--- src/rtl/branch_trace_if.sv ---
// Trace load port and skewed predictor port of the branch trace replay stage.
// master: trace source and predictor side; slave: branch_trace_driver.
interface branch_trace_if;
  logic        load_valid;
  logic        load_ready;
  logic [63:0] load_ip;
  logic        load_taken;
  logic [63:0] pred_ip;
  logic        pred_taken;
  logic        pred_valid;
  logic        pred_in;

  modport master (
    output load_valid, load_ip, load_taken, pred_in,
    input  load_ready, pred_ip, pred_taken, pred_valid
  );

  modport slave (
    input  load_valid, load_ip, load_taken, pred_in,
    output load_ready, pred_ip, pred_taken, pred_valid
  );
endinterface

--- src/rtl/branch_trace_driver.sv ---
// Buffers (ip, taken) branch records and replays them to the perceptron predictor
// in its skewed protocol, scoring each returned prediction against the true outcome.
module branch_trace_driver #(
  parameter int unsigned DEPTH = 16,
  parameter int unsigned CNT_W = 32
) (
  input  logic               clk,
  input  logic               reset_n,
  branch_trace_if.slave      bus,
  input  logic               start,
  input  logic               clear,
  output logic               busy,
  output logic               done,
  output logic [CNT_W-1:0]   total_cnt,
  output logic [CNT_W-1:0]   correct_cnt,
  output logic [CNT_W-1:0]   miss_cnt
);

  localparam int unsigned AW = $clog2(DEPTH);
  localparam int unsigned CW = AW + 1;

  typedef enum logic [1:0] {S_IDLE, S_RUN, S_FLUSH, S_DONE} state_e;

  state_e            state_q, state_d;
  logic [CW-1:0]     count_q, count_d;
  logic [AW-1:0]     wr_ptr_q, wr_ptr_d;
  logic [AW-1:0]     rd_ptr_q, rd_ptr_d;
  logic [63:0]       pred_ip_q, pred_ip_d;
  logic              pred_taken_q, pred_taken_d;
  logic              pred_valid_q, pred_valid_d;
  logic [CNT_W-1:0]  total_q, total_d;
  logic [CNT_W-1:0]  correct_q, correct_d;
  logic [CNT_W-1:0]  miss_q, miss_d;

  logic [63:0]       ip_mem [DEPTH];
  logic [DEPTH-1:0]  taken_mem;
  logic              wr_en;
  logic              score;
  logic              ready;
  logic [AW-1:0]     nxt_ptr;

  function automatic logic [CNT_W-1:0] sat_inc(input logic [CNT_W-1:0] v);
    return (&v) ? v : v + CNT_W'(1);
  endfunction

  always_comb begin
    state_d      = state_q;
    count_d      = count_q;
    wr_ptr_d     = wr_ptr_q;
    rd_ptr_d     = rd_ptr_q;
    pred_ip_d    = pred_ip_q;
    pred_taken_d = pred_taken_q;
    pred_valid_d = pred_valid_q;
    total_d      = total_q;
    correct_d    = correct_q;
    miss_d       = miss_q;
    wr_en        = 1'b0;
    score        = 1'b0;
    ready        = 1'b0;
    nxt_ptr      = rd_ptr_q + AW'(1);

    unique case (state_q)
      S_IDLE: begin
        ready = reset_n & (count_q != CW'(DEPTH)) & ~start & ~clear;
        if (bus.load_valid && ready) begin
          wr_en    = 1'b1;
          wr_ptr_d = wr_ptr_q + AW'(1);
          count_d  = count_q + CW'(1);
        end
      end
      S_RUN: begin
        // Entry 0's prediction only arrives in the following cycle.
        score = (rd_ptr_q != '0);
        if ({1'b0, rd_ptr_q} == count_q - CW'(1)) begin
          state_d      = S_FLUSH;
          pred_ip_d    = '0;
          pred_taken_d = taken_mem[rd_ptr_q];
        end else begin
          rd_ptr_d     = nxt_ptr;
          pred_ip_d    = ip_mem[nxt_ptr];
          pred_taken_d = taken_mem[rd_ptr_q];
        end
      end
      S_FLUSH: begin
        score        = 1'b1;
        state_d      = S_DONE;
        pred_ip_d    = '0;
        pred_taken_d = 1'b0;
        pred_valid_d = 1'b0;
      end
      default: ;
    endcase

    if (start && (state_q == S_IDLE || state_q == S_DONE)) begin
      total_d      = '0;
      correct_d    = '0;
      miss_d       = '0;
      rd_ptr_d     = '0;
      pred_taken_d = 1'b0;
      if (count_q == '0) begin
        state_d      = S_DONE;
        pred_ip_d    = '0;
        pred_valid_d = 1'b0;
      end else begin
        state_d      = S_RUN;
        pred_ip_d    = ip_mem[0];
        pred_valid_d = 1'b1;
      end
    end

    // pred_taken_q holds the true outcome of the entry being scored.
    if (score) begin
      total_d = sat_inc(total_q);
      if (bus.pred_in == pred_taken_q) correct_d = sat_inc(correct_q);
      else                             miss_d    = sat_inc(miss_q);
    end

    if (clear) begin
      state_d      = S_IDLE;
      count_d      = '0;
      wr_ptr_d     = '0;
      rd_ptr_d     = '0;
      pred_ip_d    = '0;
      pred_taken_d = 1'b0;
      pred_valid_d = 1'b0;
      total_d      = '0;
      correct_d    = '0;
      miss_d       = '0;
      wr_en        = 1'b0;
    end
  end

  always_ff @(posedge clk or negedge reset_n) begin
    if (!reset_n) begin
      state_q      <= S_IDLE;
      count_q      <= '0;
      wr_ptr_q     <= '0;
      rd_ptr_q     <= '0;
      pred_ip_q    <= '0;
      pred_taken_q <= 1'b0;
      pred_valid_q <= 1'b0;
      total_q      <= '0;
      correct_q    <= '0;
      miss_q       <= '0;
    end else begin
      state_q      <= state_d;
      count_q      <= count_d;
      wr_ptr_q     <= wr_ptr_d;
      rd_ptr_q     <= rd_ptr_d;
      pred_ip_q    <= pred_ip_d;
      pred_taken_q <= pred_taken_d;
      pred_valid_q <= pred_valid_d;
      total_q      <= total_d;
      correct_q    <= correct_d;
      miss_q       <= miss_d;
    end
  end

  // Trace storage carries no reset; count gates what is valid.
  always_ff @(posedge clk) begin
    if (wr_en) begin
      ip_mem[wr_ptr_q]    <= bus.load_ip;
      taken_mem[wr_ptr_q] <= bus.load_taken;
    end
  end

  assign bus.load_ready = ready;
  assign bus.pred_ip    = pred_ip_q;
  assign bus.pred_taken = pred_taken_q;
  assign bus.pred_valid = pred_valid_q;
  assign busy           = (state_q == S_RUN) || (state_q == S_FLUSH);
  assign done           = (state_q == S_DONE);
  assign total_cnt      = total_q;
  assign correct_cnt    = correct_q;
  assign miss_cnt       = miss_q;

endmodule
--- src/flat_wrapper.sv ---
// flat-port wrapper written by rule: the top's interface ports become plain ports
module branch_trace_driver_flat 
#(
  parameter int unsigned DEPTH = 16,
  parameter int unsigned CNT_W = 32
)
  (clk, reset_n, start, clear, busy, done, total_cnt, correct_cnt, miss_cnt, bus_load_valid, bus_load_ip, bus_load_taken, bus_pred_in, bus_load_ready, bus_pred_ip, bus_pred_taken, bus_pred_valid);
  branch_trace_if bus_i ();
  input  logic clk;
  input  logic reset_n;
  input  logic start;
  input  logic clear;
  output logic busy;
  output logic done;
  output logic [CNT_W-1:0] total_cnt;
  output logic [CNT_W-1:0] correct_cnt;
  output logic [CNT_W-1:0] miss_cnt;
  input wire logic [$bits(bus_i.load_valid)-1:0] bus_load_valid;
  input wire logic [$bits(bus_i.load_ip)-1:0] bus_load_ip;
  input wire logic [$bits(bus_i.load_taken)-1:0] bus_load_taken;
  input wire logic [$bits(bus_i.pred_in)-1:0] bus_pred_in;
  output wire logic [$bits(bus_i.load_ready)-1:0] bus_load_ready;
  output wire logic [$bits(bus_i.pred_ip)-1:0] bus_pred_ip;
  output wire logic [$bits(bus_i.pred_taken)-1:0] bus_pred_taken;
  output wire logic [$bits(bus_i.pred_valid)-1:0] bus_pred_valid;
  assign bus_i.load_valid = bus_load_valid;
  assign bus_i.load_ip = bus_load_ip;
  assign bus_i.load_taken = bus_load_taken;
  assign bus_i.pred_in = bus_pred_in;
  assign bus_load_ready = bus_i.load_ready;
  assign bus_pred_ip = bus_i.pred_ip;
  assign bus_pred_taken = bus_i.pred_taken;
  assign bus_pred_valid = bus_i.pred_valid;
  branch_trace_driver #(.DEPTH(DEPTH), .CNT_W(CNT_W)) u_core (.clk(clk), .reset_n(reset_n), .bus(bus_i), .start(start), .clear(clear), .busy(busy), .done(done), .total_cnt(total_cnt), .correct_cnt(correct_cnt), .miss_cnt(miss_cnt));
endmodule
--- config.mk ---
export PLATFORM = sky130hd
export DESIGN_NAME = branch_trace_driver_flat
export DESIGN_NICKNAME = d
export VERILOG_FILES = /design/src/rtl/branch_trace_if.sv /design/src/rtl/branch_trace_driver.sv /design/src/flat_wrapper.sv
export SDC_FILE = /design/constraint.sdc
export NUM_CORES = 2
export LEC_CHECK = 0
export CAP_MARGIN = 5
export CORE_MARGIN = 3
export CORE_UTILIZATION = 54
export CTS_CLUSTER_DIAMETER = 120
export CTS_CLUSTER_SIZE = 24
export DETAILED_ROUTE_END_ITERATION = 10
export PLACE_DENSITY_LB_ADDON = 0.25
export SLEW_MARGIN = 10
export SYNTH_ARGS = -nofsm -noshare
export SYNTH_HDL_FRONTEND = slang
export SYNTH_SLANG_ARGS = --single-unit
export TNS_END_PERCENT = 10
--- constraint.sdc ---
create_clock -name clk -period 6.5 [get_ports clk]
set_input_delay 1.3 -clock clk [delete_from_list [all_inputs] [get_ports clk]]
set_output_delay 1.3 -clock clk [all_outputs]
set_load 0.02 [all_outputs]
==> impl_metrics.py <==
metrics = {
    "global_route": {
        "antenna_found_initial": 1,
        "grt_overflow": 0,
        "gr-usage-all-layers_pct": 23.66,
        "grt_pass1_vias": 26360,
        "grt_start_max_net_pins": 115,
        "grt_pass1_wl_um": 169100,
    },
    "layout": {
        "final_cells": 4057,
        "fin_nets": 2929,
        "fill_cells": 6244,
        "diodes": 0,
        "drive_gt1_share_pct": 16.53,
        "fin_area_mm2": 0.05426,
        "area_growth_pct": 11.47,
    },
    "timing": {
        "slew_headroom_pct": 19.64,
        "layout_setup_ws_ns": 2.192,
        "tightest_slew_ns": 1.205,
        "post-route-period-util_pct": 66.27,
        "max_freq_mhz": 232.1,
        "setup_violations": 0,
        "whs_ns": 0.5142,
        "finClkSkew_ns": 0.03058,
        "tns_ns": 0,
        "rsz0062_at_grt": "false",
        "min_period_ns": 4.308,
        "hold_viol": 0,
        "slew_viol_final": 0,
    },
    "min_path": {
        "hold_class": "flop to flop",
        "hold_path_end": "u_core.bus.pred_ip[49]$_DFFE_PN0P_",
        "worstHoldStart": "u_core.ip_mem[0][49]$_DFFE_PP_",
        "min_path_cells": 2,
    },
    "worst_setup_path": {
        "rrSetupSlack_ns": 2.46,
        "timing.rr.start": "u_core.rd_ptr_q[0]$_DFFE_PN0P_",
        "cp.required_ns": 5.20,
        "cp.arrival_ns": 3.01,
        "path_max_fanout": 2,
        "critPathKind": "input pin to primary output",
        "reg2reg_to": "u_core.bus.pred_ip[63]$_DFFE_PN0P_",
        "ff2ff_path_depth": 7,
        "endpoint_kind": "primary output",
        "setup.worst_path.start_class": "input pin",
    },
    "detailed_routing": {
        "vias_per_cell": 6.418,
        "routedWlPerCell_um": 27.21,
        "vias": 26040,
        "drt_iter0_drc": 2716,
        "wl_um": 110400,
        "ant_nets": 0,
        "drc": 0,
        "first_pass_iters": 5,
    },
    "logic_synthesis": {
        "synth.top_cell.area_share_pct": 64.16,
        "yosys.area.top_type": "edfxtp_1",
        "synth_seq_cells": 1217,
        "ys_top_cells_by_area": "edfxtp_1 (64%), mux4_2 (12%), dfrtp_1 (9.1%)",
        "netlist_instances": 2649,
        "syn_nets": 2735,
        "synthArstFlopShare_pct": 14.54,
        "yosysSeqAreaShare_pct": 73.26,
        "synth_most_common_cell": "edfxtp_1",
        "synth_warnings": 0,
        "ys_types": 69,
        "synth_ff_type": "edfxtp_1",
        "ys_top_cells_by_count": "edfxtp_1 (1040), mux4_2 (261), dfrtp_1 (177)",
        "syn_area_mm2": 0.04868,
        "synth_edf_count": 1040,
        "synth.avg_cell_area_um2": 18.38,
    },
    "place": {
        "dp_cells": 3948,
        "gp_congestion": 0.8813,
        "place_hpwl_um": 65180,
        "port_buffers": 235,
        "dpl_cell_area_mm2": 0.05254,
        "dpl_worst_slack_ns": 1.710,
    },
    "floorplanning": {
        "core_mm2": 0.08892,
        "num_io_pins": 236,
        "start_util_pct": 54.74,
        "die_x_um": 306.2,
        "floorplan.rows": 109,
        "die_h_um": 306.2,
        "dieArea_mm2": 0.09378,
    },
    "pwr": {
        "p_seq_share_pct": 60.0,
        "switching_share_pct": 23.21,
        "peakVddDrop_uv": 212.4,
        "net-switching-power_mw": 3.313,
        "clkPwrFrac_pct": 28.5,
        "cellLeakagePower_nw": 17.64,
        "power.density_mw_per_mm2": 263.0,
        "comb_power_share_pct": 11.5,
        "internal_power_mw": 10.96,
    },
    "outcome": {
        "outcome": "complete, no violations",
    },
    "clocking": {
        "cts_tree": "built",
        "clk_pin_slew_ns": 0.09,
        "post_cts_buffers": 0,
        "clock_path_buffers": 3,
        "htree_levels": 2,
        "numCtsBuffers": 57,
        "cts_hold_buf": 0,
        "numClockSinks": 1217,
        "post_cts_resize_count": 0,
        "clk_latency_ns": 0.68,
        "ctsRootBufferMaster": "clkbuf_16",
    },
    "job": {
        "maxCapViolations": 0,
    },
}
[state kept, by name (all words and copies together) (netlist names)]
signal / count
u_core.state_q: 2
u_core.bus.pred_valid: 1
u_core.bus.pred_ip: 64
u_core.bus.pred_taken: 1
u_core.rd_ptr_q: 4
u_core.miss_cnt: 32
u_core.correct_cnt: 32
u_core.ip_mem: 1024
u_core.total_cnt: 32
u_core.taken_mem: 16
u_core.wr_ptr_q: 4
u_core.count_q: 5
[kinds of logic (layout without fill, tap and decap cells)]
logic type	after synthesis	count (layout)	synth area share, %
compound gates	375	375	4.645
xor+xnor	51	51	0.9176
fa+ha+maj	15	15	0.3856
buf+inv	162	405	1.411
flops	1217	1217	73.26
mux	395	395	15.00
simple gates	434	434	4.388
[power groups by stage]
stage	clock, mW	sequential, mW	combinational, mW
floorplan	0	8.75	1.05
global placement	0	8.74	1.63
detailed placement	0	8.75	1.66
CTS	4.16	8.57	1.66
global route	4.43	8.58	1.77
finish	4.06	8.57	1.64
[layout make-up]
type | count | area, um2 | area share [%]
well taps | 1165 | 1458 | 2.686
repair buffers | 284 | 2887 | 5.319
clock inverters | 5 | 97.59 | 0.1799
multi-input cells | 1270 | 12500 | 23.04
flip-flops and latches | 1217 | 35660 | 65.72
inverters | 13 | 48.80 | 0.08993
clock buffers | 103 | 1609 | 2.965
[critical path: stages]
cell	delay [ns]
clkdlybuf4s50_1	0.49
nor4_1	0.45
clkdlybuf4s50_1	0.77
[metal layers]
metal / track usage [%] / up-vias / routed length, um
met5: 0 / - / 13
met4: 4.218 / 2 / 1793
met3: 2.880 / 117 / 7503
met2: 38.89 / 1081 / 54380
met1: 35.19 / 13780 / 46690
li1: - / 11060 / -
[per-stage QoR]
| step | utilization, % | total power, mW |
|---|---|---|
| after detailed placement | 59.08 | 10.40 |
| after global placement | 59.08 | 10.38 |
| after global routing | 61.02 | 14.78 |
| after CTS | 61.00 | 14.39 |
| after floorplan | - | 9.800 |
| final | 61.02 | 14.27 |
[how the worst max path moves through the flow]
stage | from | end | slack [ns] | cells after the start
4_1_cts | clear | bus_load_ready | 2.21 | 3
2_1_floorplan | clear | u_core.ip_mem[1][0]$_DFFE_PP_ | -1.34 | 6
3_3_place_gp | clear | u_core.ip_mem[14][46]$_DFFE_PP_ | 1.75 | 6
3_5_place_dp | clear | u_core.ip_mem[14][50]$_DFFE_PP_ | 1.71 | 6
5_1_grt | u_core.rd_ptr_q[0]$_DFFE_PN0P_ | u_core.bus.pred_ip[55]$_DFFE_PN0P_ | 1.98 | 6
6_report | clear | bus_load_ready | 2.19 | 3
[layout by cell type, fill, tap and decap left out, drive strengths merged, types with 37 or more instances in the layout]
cell / count
a22oi: 64
buf: 49
clkbuf: 104
clkdlybuf4s50: 234
dfrtp: 177
edfxtp: 1040
mux2: 65
mux2i: 69
mux4: 261
nand2: 135
nand3: 62
nand4: 37
nor2: 87
o21ai: 192
Note: power is estimated with default switching activity, not from simulation.
